File: src/rtl/chord_sequencer.sv
// chord_sequencer: walks a chord-word song ROM and hands each unpacked chord to the player
// with a one-cycle load strobe, advancing on player done, with pause, song change and end-of-song.
module chord_sequencer #(
    parameter int SONG_SEL_W  = 2,
    parameter int SONG_ADDR_W = 5,
    parameter int ROM_W       = 36
) (
    input  logic                              clk,
    input  logic                              reset_n,
    input  logic                              play,
    input  logic [SONG_SEL_W-1:0]             song,
    output logic [SONG_SEL_W+SONG_ADDR_W-1:0] rom_addr,
    input  logic [ROM_W-1:0]                  rom_data,
    input  logic                              done_with_note,
    output logic [5:0]                        note1,
    output logic [5:0]                        note2,
    output logic [5:0]                        note3,
    output logic [5:0]                        note4,
    output logic [5:0]                        duration,
    output logic [1:0]                        num_notes,
    output logic [2:0]                        metadata,
    output logic                              load_new_note,
    output logic                              song_done
);
    typedef enum logic [2:0] {IDLE, FETCH, WAIT_ROM, LOAD, GUARD, PLAY, DONE} state_t;
    state_t state, state_nxt;
    logic [SONG_SEL_W-1:0]  song_q;
    logic [SONG_ADDR_W-1:0] idx;
    logic chg, last, inc, ld;
    logic [1:0] nn_f;
    assign chg  = song != song_q;
    assign last = &idx;
    assign nn_f = rom_data[31:30];
    // IDLE is only ever entered with index 0, so the live song select can drive the address there
    assign rom_addr      = {(state == IDLE) ? song : song_q, idx};
    assign load_new_note = (state == LOAD) && !chg;
    assign song_done     = state == DONE;
    always_ff @(posedge clk or negedge reset_n) begin
        if (!reset_n) state <= IDLE;
        else state <= state_nxt;
    end
    always_comb begin
        state_nxt = state;
        inc = 1'b0;
        ld = 1'b0;
        if (chg) state_nxt = IDLE;
        else begin
            case (state)
                IDLE:     state_nxt = play ? FETCH : IDLE;
                FETCH:    state_nxt = play ? WAIT_ROM : FETCH;
                WAIT_ROM: begin
                    if (play) begin
                        if (rom_data[35]) state_nxt = DONE;
                        else if (rom_data[29:24] == 6'd0) begin
                            inc = !last;
                            state_nxt = last ? DONE : FETCH;
                        end else begin
                            ld = 1'b1;
                            state_nxt = LOAD;
                        end
                    end
                end
                LOAD:     state_nxt = GUARD;
                GUARD:    state_nxt = PLAY;
                PLAY: begin
                    if (play && done_with_note) begin
                        inc = !last;
                        state_nxt = last ? DONE : FETCH;
                    end
                end
                DONE:     state_nxt = DONE;
                default:  state_nxt = IDLE;
            endcase
        end
    end
    always_ff @(posedge clk or negedge reset_n) begin
        if (!reset_n) begin
            song_q    <= '0;
            idx       <= '0;
            note1     <= '0;
            note2     <= '0;
            note3     <= '0;
            note4     <= '0;
            duration  <= '0;
            num_notes <= '0;
            metadata  <= '0;
        end else if (chg) begin
            song_q <= song;
            idx    <= '0;
        end else begin
            if (inc) idx <= idx + SONG_ADDR_W'(1);
            if (ld) begin
                note1     <= rom_data[5:0];
                note2     <= (nn_f != 2'd0) ? rom_data[11:6] : 6'd0;
                note3     <= nn_f[1] ? rom_data[17:12] : 6'd0;
                note4     <= (&nn_f) ? rom_data[23:18] : 6'd0;
                duration  <= rom_data[29:24];
                num_notes <= nn_f;
                metadata  <= rom_data[34:32];
            end
        end
    end
endmodule

File: config.mk
export PLATFORM = sky130hd
export DESIGN_NAME = chord_sequencer
export DESIGN_NICKNAME = d
export VERILOG_FILES = /design/src/rtl/chord_sequencer.sv
export SDC_FILE = /design/constraint.sdc
export NUM_CORES = 1
export LEC_CHECK = 0
export ABC_AREA = 0
export BUFFER_PORTS_ARGS = -buffer_cell sky130_fd_sc_hd__buf_2
export CORE_UTILIZATION = 30
export DETAILED_ROUTE_END_ITERATION = 10
export GPL_TIMING_DRIVEN = 1
export PLACE_DENSITY = 0.53
export REMOVE_ABC_BUFFERS = 1
export SLEW_MARGIN = 20
export SYNTH_ARGS = -nofsm -noshare
export SYNTH_HDL_FRONTEND = slang
export SYNTH_SLANG_ARGS = --single-unit
File: constraint.sdc
create_clock -name clk -period 2.7 [get_ports clk]
set_input_delay 0.675 -clock clk [delete_from_list [all_inputs] [get_ports clk]]
set_output_delay 0.675 -clock clk [all_outputs]
set_load 0.02 [all_outputs]
---- Word level (Yosys, flattened, before mapping) ----
Cells that the tools add are included.
operators by class
  $add $sub $neg .......................... 1
  reduce and logical (&&, ||, !) cells .... 12
  equality and inequality tests ........... 9
  bitwise logic cells ..................... 1
  multiplexer cells ....................... 26
operators by type and width
  operator                                                          number
  3-bit case mux with 7 select lines                                1
  3-bit two-way mux                                                 6
  6-bit two-way mux                                                 3
  1-bit two-way mux                                                 11
  5-bit two-way mux                                                 2
  3-bit == test (second input constant)                             3
  3-bit by 2-bit == test with 1-bit output (second input constant)  2
  6-bit zero test                                                   1
  3-bit inequality test (second input constant)                     2
  2-bit AND reduction                                               3
  5-bit by 1-bit adder with 5-bit output (second input constant)    1
  5-bit AND reduction                                               1
  2-bit two-way mux                                                 2
  2-bit nonzero test                                                2
  3-bit by 1-bit == test with 1-bit output (second input constant)  1
  3-bit zero test                                                   1
  1-bit logical AND                                                 2
  1-bit zero test                                                   2
  2-bit inequality test                                             1
  1-bit case mux with 2 select lines                                1
  1-bit inverter                                                    1
storage, ports and cells
  output and inout bits ................... 44
  logic and storage cells ................. 59
  input bits .............................. 42
  flip-flop bits (word level) ............. 45

---- Depth between registers and ports, before layout ----
Gate-level depths: netlist of the first run.
  depth after elaboration ................. 9
  gate-level depth with buffers ........... 7
  gate-level depth less buffers ........... 7

---- Worst setup path before layout of the first run ----
OpenSTA, ideal clock, no wires.
  path kind ............................... register to register
  from .................................... register idx[0]
  to ...................................... register idx[3]
  setup time .............................. 0.083 ns
  arrival time ............................ 2.150 ns
  path slack .............................. 0.467 ns
  clock period less this slack ............ 2.233 ns
  cell stages (with the launch flop) ...... 7
  path through ............................ dfrtp_1 -> ha_1 -> and3_1 -> ha_1 -> or4_1 -> a2111o_1 -> o21ai_0
between the ends
  word-level cells in the longest chain between the ends .. 8
ends and longest elaborated chain
  what                                line    text
  from (decl)                         28      logic [SONG_ADDR_W-1:0] idx;
  from (signal assigned)              91      if (inc) idx <= idx + SONG_ADDR_W'(1);
  5-bit AND reduction                 32      assign last = &idx;
  1-bit zero test                     55, 67
  1-bit two-way mux                   54      else if (rom_data[29:24] == 6'd0) begin
  1-bit two-way mux                   53      if (rom_data[35]) state_nxt = DONE;
  1-bit two-way mux                   52      if (play) begin
  1-bit case mux with 2 select lines  48      case (state)
  1-bit two-way mux                   46      if (chg) state_nxt = IDLE;
  2-bit nonzero test (no line)        -
Several ways; a longest one is shown, not always the timed one. The select of a mux whose other input is x is not followed.
A chain may end at the register's enable or synchronous reset.

---- Final worst setup path of the first run ----
  from .................................... register state[0]
  to ...................................... output port rom_addr[5]
between the ends
  word-level cells in the longest chain between the ends .. 2
ends and longest elaborated chain
  what                    line  text
  from (decl)             26    state_t state, state_nxt;
  from (signal assigned)  40    else state <= state_nxt;
  3-bit zero test         35    assign rom_addr = {(state == IDLE) ? song : song_q, idx};
  2-bit two-way mux       35
  to (decl)               12    output logic [SONG_SEL_W+SONG_ADDR_W-1:0] rom_addr,
No other way between the ends.

==> results.ini, run 1 <==
[yosys]
synth.ff_latch_count = 45
synth_ff_type = dfrtp_1
async_flop_share_pct = 100
yosysSeqAreaShare_pct = 51.8
synth.avg_cell_area_um2 = 11.8
syn_area_mm2 = 0.00217
synth_cell_types = 42
synth_cells = 185
ys_warn_count = 0
synth_edf_count = 0

[timing]
finalHoldViolCount = 0
rsz0062_at_grt = false
max_freq_ghz = 0.411
setup_viol = 0
whs_ns = 0.361
setup_tns_ns = 0
fin_worst_skew_ns = 0.00492
worst_slew_pin_slew_ns = 0.532
maxSlewViolCount = 0
relSlewSlack_pct = 64.2
fin_crit_sh_pct = 90.1
min_period_ns = 2.43

[layout]
synthToLayoutAreaGrowth_pct = 28.6
final_common_cell = buf_2
drive_gt1_share_pct = 46.4
antenna_cells = 0
fin_nets = 317
layout_common_cells = 85 x buf_2, 45 x dfrtp_1, 24 x mux2_2
finalNonFillerCells = 370

[pwr]
p_leak_uw = 0.00149
intPower_uw = 978
switching_share_pct = 28.1
switching_power_uw = 381
seq_power_share_pct = 53.5
ir_worst_vdd_mv = 0.248
power_frac_clock_pct = 31.3
comb_power_share_pct = 15.2
power_uw = 1360
powerDensity_mw_per_mm2 = 486

[floorplanning]
rows = 30
dieHeight_um = 87.1
core_mm2 = 0.00691
die-width_um = 87.1
fp.dieArea_mm2 = 0.00759
initial_core_util_pct = 31.5
io_pins = 86

[detailed_routing]
first_iter_violations = 52
vias_per_cell = 4.65
finalWirelength_um = 4890
firstDrtPassIters = 4
route.detailed.drc = 0
ant_nets = 0
wl_per_cell_um = 13.2
vias = 1722

[grt]
grtUsageTotal_pct = 13.5
overflow = 0
grt_pass1_vias = 1664
grt_max_degree = 25
grt_antenna_before_repair = 0
grt_pass1_wl_um = 7910

[worst_setup_path]
crit_family = flip-flops
crit_buf_inv = 1
crit_chain = nor3_1 -> mux2_2 -> buf_2
critPathSlowestCell = dfrtp_1
arrival_ns = 1.76
worstPathMaxFanout = 15
crit_path_max_incr_delay_ns = 0.55
cp_num_cells = 3
start_kind = flip-flop
reg2regPathDepth = 6
cp-end-kind = output pin
cp.required_ns = 2.03
setup.worst_path.class = flip-flop to output pin

[cts]
h-tree-depth = 2
postCtsHoldBufs = 0
clk_latency_ns = 0.29
cts_buffer_depth = 2
clkTransAtPathRegs_ns = 0.09
clock_sinks = 45
postCtsSetupRepairBufs = 0
postCtsResizedCells = 0
cts_buffers = 5
cts-root-buf = clkbuf_8
tritoncts = yes

[place]
dp_hpwl_um = 3800
place.gp.congestion = 0.754
io_buffers = 85
place_inst = 362

[flow_run]
max-cap-violations = 0

[outcome]
outcome = finished, final reports clean

[worst_hold_path]
hold_path_class = input port to asynchronous set/reset pin

-- sequential cells by signal, summed over array words and instances (netlist names) --
name       flops
idx            5
note2          6
note3          6
state          3
num_notes      2
note1          6
metadata       3
song_q         2
note4          6
duration       6
-- worst reg2reg max path, cell delays in order (launching register included) --
cell and delay (ns):
dfrtp_1 0.44, ha_1 0.23, and3_1 0.18, ha_1 0.26, or4_1 0.63, a2111o_1 0.43, o21ai_0 0.08
-- cell families after synthesis --
group,count (synthesis),synth area share (%)
DFF,45,51.8
and+or+nand+nor,61,16.8
AOI/OAI and AO/OA,18,5.24
adders and majority gates,2,1.15
xor gates and xnor gates,3,1.21
buffers and inverters,17,4.08
muxes,39,19.7
-- worst paths after layout --
kind | startpoint | to | slack (ns)
max | state[0]$_DFFE_PN0P_ | rom_addr[5] | 0.27
min | reset_n | song_q[0]$_DFFE_PN0N_ | 0.36
max reg2reg | idx[0]$_DFFE_PN0P_ | idx[3]$_DFFE_PN0P_ | 0.38
min reg2reg | note1[0]$_DFFE_PN0P_ | note1[0]$_DFFE_PN0P_ | 0.48
max in group asynchronous | reset_n | note2[3]$_DFFE_PN0P_ | 2.10
min in group clk | note1[0]$_DFFE_PN0P_ | note1[0]$_DFFE_PN0P_ | 0.48
-- synth_stat cells, drive strengths merged, types with 4 or more instances --
master  number  area share, %
mux2i        8            3.7
and3         7            2.0
nor2b        6            1.7
nand3        5            1.2
clkbuf       7            1.3
mux2        31             16
buf          4            1.8
inv          6            1.0
nor3         7            2.4
o21ai        8            1.8
dfrtp       45             52
nand2       14            2.4
-- power by group through the flow --
stage	logic [uW]	registers, uW	clock network, uW
floorplan	67.3	778	0
global placement	208	741	0
detailed placement	211	742	0
CTS	211	729	454
global route	228	733	478
finish	206	727	425
-- layout make-up --
cell class,count,area [um2]
Clock buffer,5,68.8
Sequential cell,45,1130
Fill cell,731,4110
Multi-Input combinational cell,123,960
Tap cell,96,120
Inverter,6,22.5
Clock inverter,3,21.3
Timing Repair Buffer,92,478
-- metal layers --
metal / GRT usage (%) / vias to the layer above / wire (um)
met5: 0 / - / 0
met4: 4.02 / 0 / 44
met3: 3.41 / 2 / 259
met2: 23.0 / 49 / 2460
met1: 17.0 / 837 / 2120
li1: - / 834 / -
-- metrics by stage --
step | utilization, % | setup slack (ns) | instance area [um2]
2_1_floorplan | - | 0.0140 | 2110
3_3_place_gp | 39.2 | 0.379 | 2710
3_5_place_dp | 39.2 | 0.349 | 2710
4_1_cts | 40.5 | 0.224 | 2800
5_1_grt | 40.5 | 0.135 | 2800
6_report | 40.5 | 0.266 | 2800
(Power assumes the default switching activity.)
==> run 2, diff against run 1 <==
--- a/config.mk
+++ b/config.mk
@@ -14,3 +14,2 @@
 export REMOVE_ABC_BUFFERS = 1
-export SLEW_MARGIN = 20
 export SYNTH_ARGS = -nofsm -noshare
==> constraint.sdc (replaced) <==
create_clock -name clk -period 2.7 [get_ports clk]
set_input_delay 0.27 -clock clk [delete_from_list [all_inputs] [get_ports clk]]
set_output_delay 0.27 -clock clk [all_outputs]
set_load 0.02 [all_outputs]
==> run 2 against run 1 <==
Sequential power about the same. Sequential cell count unchanged. Core utilization increased by 0.20 points. Count of clock-buffer cells in the layout increased by 1. Worst hold slack worse by 0.25 ns. Setup slack better by 0.18 ns. Largest power group unchanged. Die area did not move. Sequential share of layout area is 0.20 points lower. Register-to-register slack improved by 0.07 ns. Global-route usage is 0.54 points lower. Via count shrank 1.3%. Non-clock buffer count shrank 3.
==> results.ini, run 2 (synthesized netlist as in run 1, its figures left out) <==
[outcome]
outcome = finished, final reports clean

[floorplanning]
initial_core_util_pct = 31.5  ; unchanged
io_pins = 86  ; unchanged
core_mm2 = 0.00691  ; unchanged
fp.dieArea_mm2 = 0.00759  ; unchanged
die-width_um = 87.1  ; unchanged
rows = 30  ; unchanged
dieHeight_um = 87.1  ; unchanged

[worst_setup_path]
cp-end-kind = flip-flop
crit_path_max_incr_delay_ns = 0.61  ; +0.06 ns
crit_chain = ha_1 -> and3_1 -> ha_1 -> or4_1 -> a2111o_1 -> o21ai_0
regToRegSetupSlack_ns = 0.45  ; +0.07 ns
cp.required_ns = 2.91  ; +0.88 ns
setup.worst_path.class = flip-flop to flip-flop
worstPathMaxFanout = 7  ; -8
critPathSlowestCell = or4_1
start_kind = flip-flop
crit_top_cell = ha_1
arrival_ns = 2.47  ; +0.71 ns

[detailed_routing]
wl_per_cell_um = 13.4  ; +1.4%
vias_per_cell = 4.63  ; -0.47%
vias = 1700  ; -1.3%
finalWirelength_um = 4920  ; +0.61%
firstDrtPassIters = 4  ; unchanged
first_iter_violations = 70  ; +35%
route.detailed.drc = 0  ; unchanged
ant_nets = 0  ; unchanged

[timing]
finalHoldViolCount = 0  ; unchanged
max_freq_ghz = 0.444  ; +8.0%
setup_tns_ns = 0  ; unchanged
worst_slew_pin_slew_ns = 0.574  ; +0.0413 ns
setup_ws_ns = 0.446  ; +0.180 ns
maxSlewViolCount = 0  ; unchanged
min_period_ns = 2.25  ; -0.180 ns
setup_viol = 0  ; unchanged
fin_worst_skew_ns = 0.00507  ; +0.000146 ns
rsz0062_at_grt = false
fin_crit_sh_pct = 83.5  ; -6.7 points
relSlewSlack_pct = 61.4  ; -2.8 points

[cts]
clkTransAtPathRegs_ns = 0.09  ; about the same
cts_buffer_depth = 2  ; unchanged
tritoncts = yes
clock_sinks = 45  ; unchanged
cts_buffers = 5  ; unchanged
cts-root-buf = clkbuf_8
h-tree-depth = 2  ; unchanged
clk_latency_ns = 0.29  ; about the same

[place]
post-place-ws_ns = 0.460  ; +0.111 ns
io_buffers = 85  ; unchanged
place.gp.congestion = 0.818  ; +8.4%
dp_hpwl_um = 3630  ; -4.6%

[layout]
final_common_cell = buf_2
antenna_cells = 0  ; unchanged
fillers = 703  ; -3.8%
drive_gt1_share_pct = 45.0  ; -1.3 points
layout_common_cells = 85 x buf_2, 45 x dfrtp_1, 24 x mux2_2
synthToLayoutAreaGrowth_pct = 29.2
fin_nets = 314  ; -0.95%

[pwr]
p_leak_uw = 0.00148  ; -0.21%
ir_worst_vdd_mv = 0.253  ; +2.1%
powerDensity_mw_per_mm2 = 514  ; +5.8%

[grt]
grt_antenna_before_repair = 0  ; unchanged
grtUsageTotal_pct = 13.0  ; -0.54 points
overflow = 0  ; unchanged
grt_pass1_wl_um = 7540  ; -4.6%
grt_max_degree = 36  ; +44%
grt_pass1_vias = 1556  ; -6.5%

[worst_hold_path]
hold_path_class = input port to flip-flop

[flow_run]
max-cap-violations = 0  ; unchanged

-- run 2: metal layers --
layer / wire length (um) / up-vias / GRT usage, %
met5: 0 / - / 0
met4: 71 / 0 / 5.07
met3: 221 / 4 / 3.13
met2: 2490 / 44 / 21.1
met1: 2140 / 826 / 16.8
li1: - / 826 / -
-- run 2: final cells by class --
type | count | area, um2 | area share [%]
Sequential cell | 45 | 1130 | 40.1
Multi-Input combinational cell | 123 | 960 | 34.1
Timing Repair Buffer | 89 | 470 | 16.7
Tap cell | 96 | 120 | 4.27
Clock buffer | 6 | 72.6 | 2.58
Clock inverter | 2 | 38.8 | 1.38
Inverter | 6 | 22.5 | 0.801
-- run 2: worst paths after layout --
path	start	endpoint	depth (start not counted)
min	song[1]	song_q[1]$_DFFE_PN0N_	1
max in group asynchronous	reset_n	note1[3]$_DFFE_PN0P_	3
max reg2reg	idx[0]$_DFFE_PN0P_	idx[3]$_DFFE_PN0P_	6
min reg2reg	duration[5]$_DFFE_PN0P_	duration[5]$_DFFE_PN0P_	1
min in group asynchronous	reset_n	song_q[1]$_DFFE_PN0N_	2
max	idx[0]$_DFFE_PN0P_	idx[3]$_DFFE_PN0P_	6
-- run 2: stage by stage --
stage,instances,util [%],hold WS [ns],total power (uW),instance area (um2)
floorplan,174,-,-0.0256,845,2110
global placement,358,38.9,0.234,945,2690
detailed placement,358,38.9,0.239,949,2690
global route,367,40.7,0.0959,1510,2810
finish,367,40.7,0.115,1440,2810
CTS,367,40.7,0.0948,1480,2810
-- run 2: what timing repair did --
item                                   in CTS  in global routing
endpoints found under the hold margin      16                  0
hold buffers                                1                  0
buffers inserted                            0                  0
resized for setup                           0                  0
-- run 2: power breakdown --
group          switching [uW]  internal, uW  total, uW
logic                     119          85.5        204
registers                21.3           706        728
clock network             235           278        513
total                     375          1070       1440
-- run 2: worst max-delay path: cells and delay by family (launching register included) --
family                     cells  cell delay [ns]
and+or+nand+nor                2             0.79
AOI/OAI and AO/OA              2             0.50
adders and majority gates      2             0.46
DFF                            1             0.42
